==> src/rtl/fetch_8085_pipeline_pkg.sv <==
// +--------------------------------------------------------------------+
// | pkg_8085 : shared capture-state encodings and length constants   |
// | Revision : 1.0                                                     |
// +--------------------------------------------------------------------+
`default_nettype none

package pkg_8085;

   typedef enum logic [1:0] {
      CAP_OPC = 2'd0,
      CAP_B2  = 2'd1,
      CAP_B3  = 2'd2
   } cap_state_t;

   localparam logic [7:0] OPC_HLT = 8'h76;

   localparam logic [1:0] LEN_1 = 2'd1;
   localparam logic [1:0] LEN_2 = 2'd2;
   localparam logic [1:0] LEN_3 = 2'd3;

endpackage

`default_nettype wire

==> src/rtl/fetch_8085_pipeline_if.sv <==
// +--------------------------------------------------------------------+
// | fetch_8085_pipeline_if : program-memory, decode and redirect bus  |
// | Revision : 1.0                                                     |
// +--------------------------------------------------------------------+
`default_nettype none

interface fetch_8085_pipeline_if;

   logic [15:0] mem_addr;
   logic        mem_rd;
   logic [7:0]  mem_data;
   logic        if_valid;
   logic [7:0]  if_opcode;
   logic [7:0]  if_byte2;
   logic [7:0]  if_byte3;
   logic [1:0]  if_len;
   logic [15:0] if_pc;
   logic        dec_ready;
   logic        redirect_valid;
   logic [15:0] redirect_pc;
   logic        halted;

   modport master (
      output mem_addr, mem_rd, if_valid, if_opcode, if_byte2, if_byte3,
             if_len, if_pc, halted,
      input  mem_data, dec_ready, redirect_valid, redirect_pc
   );

   modport slave (
      input  mem_addr, mem_rd, if_valid, if_opcode, if_byte2, if_byte3,
             if_len, if_pc, halted,
      output mem_data, dec_ready, redirect_valid, redirect_pc
   );

endinterface

`default_nettype wire

==> src/rtl/fetch_8085_pipeline_inst_len.sv <==
// +--------------------------------------------------------------------+
// | inst_len_8085 : 8085 opcode to instruction length (1..3)          |
// | Revision : 1.0                                                     |
// +--------------------------------------------------------------------+
`default_nettype none

module inst_len_8085
   import pkg_8085::*;
(
   input  logic [7:0] opcode,
   output logic [1:0] len
);

   always_comb begin
      len = LEN_1;
      case (opcode)
         8'h06, 8'h0E, 8'h16, 8'h1E, 8'h26, 8'h2E, 8'h36, 8'h3E,
         8'hC6, 8'hCE, 8'hD6, 8'hDE, 8'hE6, 8'hEE, 8'hF6, 8'hFE,
         8'hD3, 8'hDB:
            len = LEN_2;
         8'h01, 8'h11, 8'h21, 8'h31, 8'h22, 8'h2A, 8'h32, 8'h3A,
         8'hC3, 8'hC2, 8'hCA, 8'hD2, 8'hDA, 8'hE2, 8'hEA, 8'hF2,
         8'hFA, 8'hCD, 8'hC4, 8'hCC, 8'hD4, 8'hDC, 8'hE4, 8'hEC,
         8'hF4, 8'hFC:
            len = LEN_3;
         default:
            len = LEN_1;
      endcase
   end

endmodule

`default_nettype wire

==> src/rtl/fetch_8085_pipeline.sv <==
// +--------------------------------------------------------------------+
// | fetch_8085_pipeline : byte-serial 8085 instruction fetch/assembly |
// | Revision : 1.0                                                     |
// +--------------------------------------------------------------------+
`default_nettype none

module fetch_8085_pipeline
   import pkg_8085::*;
#(
   parameter logic [15:0] RESET_PC = 16'h0000
) (
   input  logic                  clk,
   input  logic                  rst,
   fetch_8085_pipeline_if.master bus
);

   cap_state_t  state;
   logic [15:0] fpc;
   logic        rd_pend;
   logic        ib_done;
   logic [7:0]  ib_opc;
   logic [7:0]  ib_b2;
   logic [7:0]  ib_b3;
   logic [1:0]  ib_len;
   logic [15:0] ib_pc;

   logic [1:0]  new_len;
   logic        out_free;
   logic        final_cap;
   logic        hlt_cap;
   logic        rd;
   logic [7:0]  asm_opc;
   logic [7:0]  asm_b2;
   logic [7:0]  asm_b3;
   logic [1:0]  asm_len;
   logic [15:0] asm_pc;

   inst_len_8085 u_len (
      .opcode (bus.mem_data),
      .len    (new_len)
   );

   assign out_free  = ~bus.if_valid | bus.dec_ready;
   assign final_cap = rd_pend & (((state == CAP_OPC) & (new_len == LEN_1)) |
                                 ((state == CAP_B2)  & (ib_len == LEN_2))  |
                                  (state == CAP_B3));
   assign hlt_cap   = rd_pend & (state == CAP_OPC) & (bus.mem_data == OPC_HLT);

   // A read is only issued when the byte it returns is guaranteed a slot.
   assign rd = ~rst & ~bus.halted & ~bus.redirect_valid & ~ib_done &
               ~(final_cap & ~out_free) & ~hlt_cap;

   assign bus.mem_rd   = rd;
   assign bus.mem_addr = fpc;

   // Bundle as it looks with this cycle's returned byte merged in.
   always_comb begin
      asm_opc = ib_opc;
      asm_b2  = ib_b2;
      asm_b3  = ib_b3;
      asm_len = ib_len;
      asm_pc  = ib_pc;
      case (state)
         CAP_OPC: begin
            asm_opc = bus.mem_data;
            asm_b2  = 8'h00;
            asm_b3  = 8'h00;
            asm_len = new_len;
            asm_pc  = fpc - 16'd1;
         end
         CAP_B2:  asm_b2 = bus.mem_data;
         CAP_B3:  asm_b3 = bus.mem_data;
         default: ;
      endcase
   end

   always_ff @(posedge clk) begin
      if (rst || bus.redirect_valid) begin
         state         <= CAP_OPC;
         fpc           <= rst ? RESET_PC : bus.redirect_pc;
         rd_pend       <= 1'b0;
         ib_done       <= 1'b0;
         ib_opc        <= 8'h00;
         ib_b2         <= 8'h00;
         ib_b3         <= 8'h00;
         ib_len        <= 2'd0;
         ib_pc         <= 16'h0000;
         bus.if_valid  <= 1'b0;
         bus.halted    <= 1'b0;
         if (rst) begin
            bus.if_opcode <= 8'h00;
            bus.if_byte2  <= 8'h00;
            bus.if_byte3  <= 8'h00;
            bus.if_len    <= 2'd0;
            bus.if_pc     <= 16'h0000;
         end
      end else begin
         rd_pend <= rd;
         if (rd)
            fpc <= fpc + 16'd1;
         if (hlt_cap)
            bus.halted <= 1'b1;
         if (rd_pend) begin
            ib_opc <= asm_opc;
            ib_b2  <= asm_b2;
            ib_b3  <= asm_b3;
            ib_len <= asm_len;
            ib_pc  <= asm_pc;
            if (final_cap)
               state <= CAP_OPC;
            else
               state <= (state == CAP_OPC) ? CAP_B2 : CAP_B3;
         end
         if (final_cap && out_free) begin
            bus.if_valid  <= 1'b1;
            bus.if_opcode <= asm_opc;
            bus.if_byte2  <= asm_b2;
            bus.if_byte3  <= asm_b3;
            bus.if_len    <= asm_len;
            bus.if_pc     <= asm_pc;
         end else if (final_cap) begin
            ib_done <= 1'b1;
         end else if (ib_done && out_free) begin
            ib_done       <= 1'b0;
            bus.if_valid  <= 1'b1;
            bus.if_opcode <= ib_opc;
            bus.if_byte2  <= ib_b2;
            bus.if_byte3  <= ib_b3;
            bus.if_len    <= ib_len;
            bus.if_pc     <= ib_pc;
         end else if (bus.dec_ready) begin
            bus.if_valid <= 1'b0;
         end
      end
   end

endmodule

`default_nettype wire

==> src/flat_wrapper.sv <==
// flat-port wrapper written by rule: the top's interface ports become plain ports
module fetch_8085_pipeline_flat import pkg_8085::*;
#(
   parameter logic [15:0] RESET_PC = 16'h0000
)
  (clk, rst, bus_mem_addr, bus_mem_rd, bus_if_valid, bus_if_opcode, bus_if_byte2, bus_if_byte3, bus_if_len, bus_if_pc, bus_halted, bus_mem_data, bus_dec_ready, bus_redirect_valid, bus_redirect_pc);
  fetch_8085_pipeline_if bus_i ();
  input  logic clk;
  input  logic rst;
  output wire logic [$bits(bus_i.mem_addr)-1:0] bus_mem_addr;
  output wire logic [$bits(bus_i.mem_rd)-1:0] bus_mem_rd;
  output wire logic [$bits(bus_i.if_valid)-1:0] bus_if_valid;
  output wire logic [$bits(bus_i.if_opcode)-1:0] bus_if_opcode;
  output wire logic [$bits(bus_i.if_byte2)-1:0] bus_if_byte2;
  output wire logic [$bits(bus_i.if_byte3)-1:0] bus_if_byte3;
  output wire logic [$bits(bus_i.if_len)-1:0] bus_if_len;
  output wire logic [$bits(bus_i.if_pc)-1:0] bus_if_pc;
  output wire logic [$bits(bus_i.halted)-1:0] bus_halted;
  input wire logic [$bits(bus_i.mem_data)-1:0] bus_mem_data;
  input wire logic [$bits(bus_i.dec_ready)-1:0] bus_dec_ready;
  input wire logic [$bits(bus_i.redirect_valid)-1:0] bus_redirect_valid;
  input wire logic [$bits(bus_i.redirect_pc)-1:0] bus_redirect_pc;
  assign bus_mem_addr = bus_i.mem_addr;
  assign bus_mem_rd = bus_i.mem_rd;
  assign bus_if_valid = bus_i.if_valid;
  assign bus_if_opcode = bus_i.if_opcode;
  assign bus_if_byte2 = bus_i.if_byte2;
  assign bus_if_byte3 = bus_i.if_byte3;
  assign bus_if_len = bus_i.if_len;
  assign bus_if_pc = bus_i.if_pc;
  assign bus_halted = bus_i.halted;
  assign bus_i.mem_data = bus_mem_data;
  assign bus_i.dec_ready = bus_dec_ready;
  assign bus_i.redirect_valid = bus_redirect_valid;
  assign bus_i.redirect_pc = bus_redirect_pc;
  fetch_8085_pipeline #(.RESET_PC(RESET_PC)) u_core (.clk(clk), .rst(rst), .bus(bus_i));
endmodule
==> config.mk <==
export PLATFORM = sky130hd
export DESIGN_NAME = fetch_8085_pipeline_flat
export DESIGN_NICKNAME = d
export VERILOG_FILES = /design/src/rtl/fetch_8085_pipeline_pkg.sv /design/src/rtl/fetch_8085_pipeline_if.sv /design/src/rtl/fetch_8085_pipeline_inst_len.sv /design/src/rtl/fetch_8085_pipeline.sv /design/src/flat_wrapper.sv
export SDC_FILE = /design/constraint.sdc
export NUM_CORES = 1
export LEC_CHECK = 0
export CORE_ASPECT_RATIO = 1.75
export CORE_MARGIN = 3
export CORE_UTILIZATION = 52
export CTS_CLUSTER_DIAMETER = 40
export DETAILED_ROUTE_END_ITERATION = 8
export PLACE_DENSITY_LB_ADDON = 0.25
export SYNTH_ARGS = -nofsm -noshare
export SYNTH_HDL_FRONTEND = slang
export SYNTH_SLANG_ARGS = --single-unit
export TNS_END_PERCENT = 100
==> constraint.sdc <==
create_clock -name clk -period 14.5 [get_ports clk]
set_input_delay 4.35 -clock clk [delete_from_list [all_inputs] [get_ports clk]]
set_output_delay 4.35 -clock clk [all_outputs]
set_load 0.1 [all_outputs]
==> out/metrics.csv <==
metric,value,unit
Hold WC Path Type,flip-flop to flip-flop,
Syn Inst Count,569,
cts repair resizes,0,
Peak VDD IR,0.07555,mV
"commonest non-fill, non-tap cell in the layout",nor2_1,
Worst Clk Skew,0.006689,ns
max frequency,0.08065,GHz
Crit-path slowest cell,clkdlybuf4s50_1,
crit path from,bus_mem_data[0],
Post-DP Area,6170,um2
number of clock sinks,106,
Crit Reg-Reg Startpoint,u_core.state[0],
global-route wire length before repair,20640,um
Synth area leader,edfxtp_1,
Num CTS Buffers,9,
crit-path cells,"clkdlybuf4s50_1, or3b_1, a2111oi_2, a41oi_1, a21boi_2, o21ai_0, nor2_1, clkdlybuf4s50_1",
Total Nets Final,650,
Die Width,82.56,um
H-tree depth,3,
largest fanout on the critical path,15,
vias in the first global route,4161,
Synth top area share,0.3265,
CP arrival,8.05,ns
CP Class,input pin to output pin,
"Seq/Total Area, Yosys",0.5067,
clk_lat worst skew,0.35,ns
Antenna Cells,0,
starting density of the core,0.5383,
Syn Std Cell Area,5334,um2
Ys Warns,0,
worst relative slew slack,0.2980,
CP Launch Type,input pin,
# fillers,839,
Die Area,11560,um2
CTS tree,built,
via count,4331,
DR vias/cell,5.775,
routability cong.,0.8902,
Layout Cells excl Fill,750,
Slew Limit Fails,0,
Longest Clk Path Bufs,2,
worst path required time,10.15,ns
asr flop ratio synth,0,
status,"finished, final reports clean",
#FFs+latches synth,106,
Synth area leaders,"edfxtp_1 33%, dfxtp_1 18%, nor2_1 8.0%, mux2i_1 5.1%, nand2_1 4.6%",
fraction of layout cells with a size suffix above 1,0.07840,
"commonest cells after routing, fill and taps aside","111 x nor2_1, 88 x clkdlybuf4s50_1, 66 x nand2_1, 58 x edfxtp_1, 48 x dfxtp_1",
Post-Place Cells,734,
Die Ht,140.0,um
HP Start,u_core.ib_opc[3],
grt total ovfl,0,
Leak,0.002187,uW
Initial DRC Count,328,
min Tclk post-route,12.40,ns
Post-CTS Setup Repair Bufs,0,
Post-synth EDFFs,58,
Routed Antenna Nets,0,
initial antenna violation count,0,
Pre-antenna DRT Iters,5,
Residual DRC,0,
unrepaired setup endpoints after global routing,false,
IO Count,89,
Final setup viols,0,
Core ar.,9910,um2
setup TNS,0,ns
Max stage delay on crit path,1.16,ns
# rows,48,
Final Cell Area,6510,um2
Mapped Nets,599,
hold_buf cts,0,
fin util,0.6569,
Area Growth Syn to Fin,22.05,%
WL final,12960,um
PwrDens,120.5,nW/um2
MaxCap Viol Count,0,
final hold vios,0,
IO buf count,88,
worst slew pin tran,1.053,ns
synth unique cells,48,
total global-route track usage,0.2329,
pin count of the biggest net entering global routing,68,
Final period util,0.8552,
"most used cell, CP",clkdlybuf4s50_1,
DR WL/cell,17.27,um
clock slew at the register clock pins of the worst setup and hold paths,0.07,ns
clk root buf,clkbuf_16,
"Avg Cell Area, Syn",9.374,um2
Critical Path Sink Type,output pin,
post-DP HPWL,8712,um
Main synth FF type,edfxtp_1,
## final cells by class
| type | instances | area (um2) | area share |
|---|---|---|---|
| Clock inverter | 3 | 68.82 | 0.01057 |
| Timing Repair Buffer | 93 | 918.4 | 0.1411 |
| Inverter | 5 | 18.77 | 0.002883 |
| Sequential cell | 106 | 2703 | 0.4151 |
| Tap cell | 125 | 156.4 | 0.02402 |
| Clock buffer | 13 | 271.5 | 0.04171 |
| Multi-Input combinational cell | 405 | 2374 | 0.3646 |
## critical path, delay by kind of cell
| kind | cells | cell delay (ns) |
|---|---|---|
| AND/OR/NAND/NOR | 2 | 0.57 |
| buffers and inverters | 2 | 1.93 |
| AO/OA/AOI/OAI | 4 | 1.19 |
## report_power, final
group / internal, uW / switching, uW
Clock: 167 / 108
Sequential: 330 / 11.7
Combinational: 44.0 / 124
Total: 541 / 243
## cells by family after synthesis
| kind of cell | after synthesis | share of synthesized area |
|---|---|---|
| buf+inv | 58 | 0.05255 |
| xor+xnor | 23 | 0.03777 |
| compound gates | 103 | 0.1346 |
| mux | 27 | 0.05067 |
| flops | 106 | 0.5067 |
| fa+ha+maj | 2 | 0.004691 |
| simple gates | 250 | 0.2130 |
## sequential cells by signal, summed over array words and instances (netlist names), 2 cells and up
register              count
u_core.ib_b2              8
u_core.ib_pc             16
u_core.state              2
u_core.bus.if_pc         16
u_core.bus.mem_addr      16
u_core.bus.if_opcode      8
u_core.bus.if_byte2       8
u_core.ib_opc             8
u_core.bus.if_byte3       8
u_core.bus.if_len         2
u_core.ib_len             2
u_core.ib_b3              8
## routing by layer
layer | track usage | vias up | wire, um
met1 | 0.2696 | 2096 | 4957
met3 | 0.03153 | 22 | 552
met4 | 0.09475 | 0 | 314
li1 | - | 2073 | -
met5 | 0 | - | 0
met2 | 0.4167 | 140 | 7130
## path summary, 6_finish.rpt
check | depth (start not counted) | endpoint | slack (ns)
worst min register to register | 2 | u_core.ib_opc[3] | 0.46
worst max register to register | 6 | u_core.bus.if_opcode[2] | 11.32
worst min-delay path | 2 | u_core.ib_opc[3] | 0.46
worst max-delay path | 8 | bus_mem_rd | 2.10
## metrics by stage
stage	power, uW	setup WS, ns	hold WS, ns
global placement	511.6	2.232	0.4427
floorplan	476.8	3.113	0.4357
global route	806.8	1.866	0.4808
CTS	785.0	2.101	0.4569
detailed placement	514.8	2.108	0.4471
finish	784.3	2.100	0.4570
## cells in the mapped netlist, types with 2 or more instances
master / instances
nor2_1: 113
nand2_1: 66
edfxtp_1: 58
dfxtp_1: 48
a21oi_1: 46
clkbuf_1: 34
mux2i_1: 27
nand3_1: 25
xnor2_1: 18
a211oi_2: 16
o21ai_0: 16
a211oi_1: 14
nor3_1: 8
buf_6: 7
buf_1: 6
or3_1: 6
buf_2: 5
inv_1: 5
nor2b_1: 5
xor2_1: 5
nand2b_1: 4
nand3b_1: 4
a31oi_1: 3
and3_1: 2
ha_1: 2
nand4_1: 2
nor4_1: 2
or4_1: 2
Power figures use the tool's default switching activity.
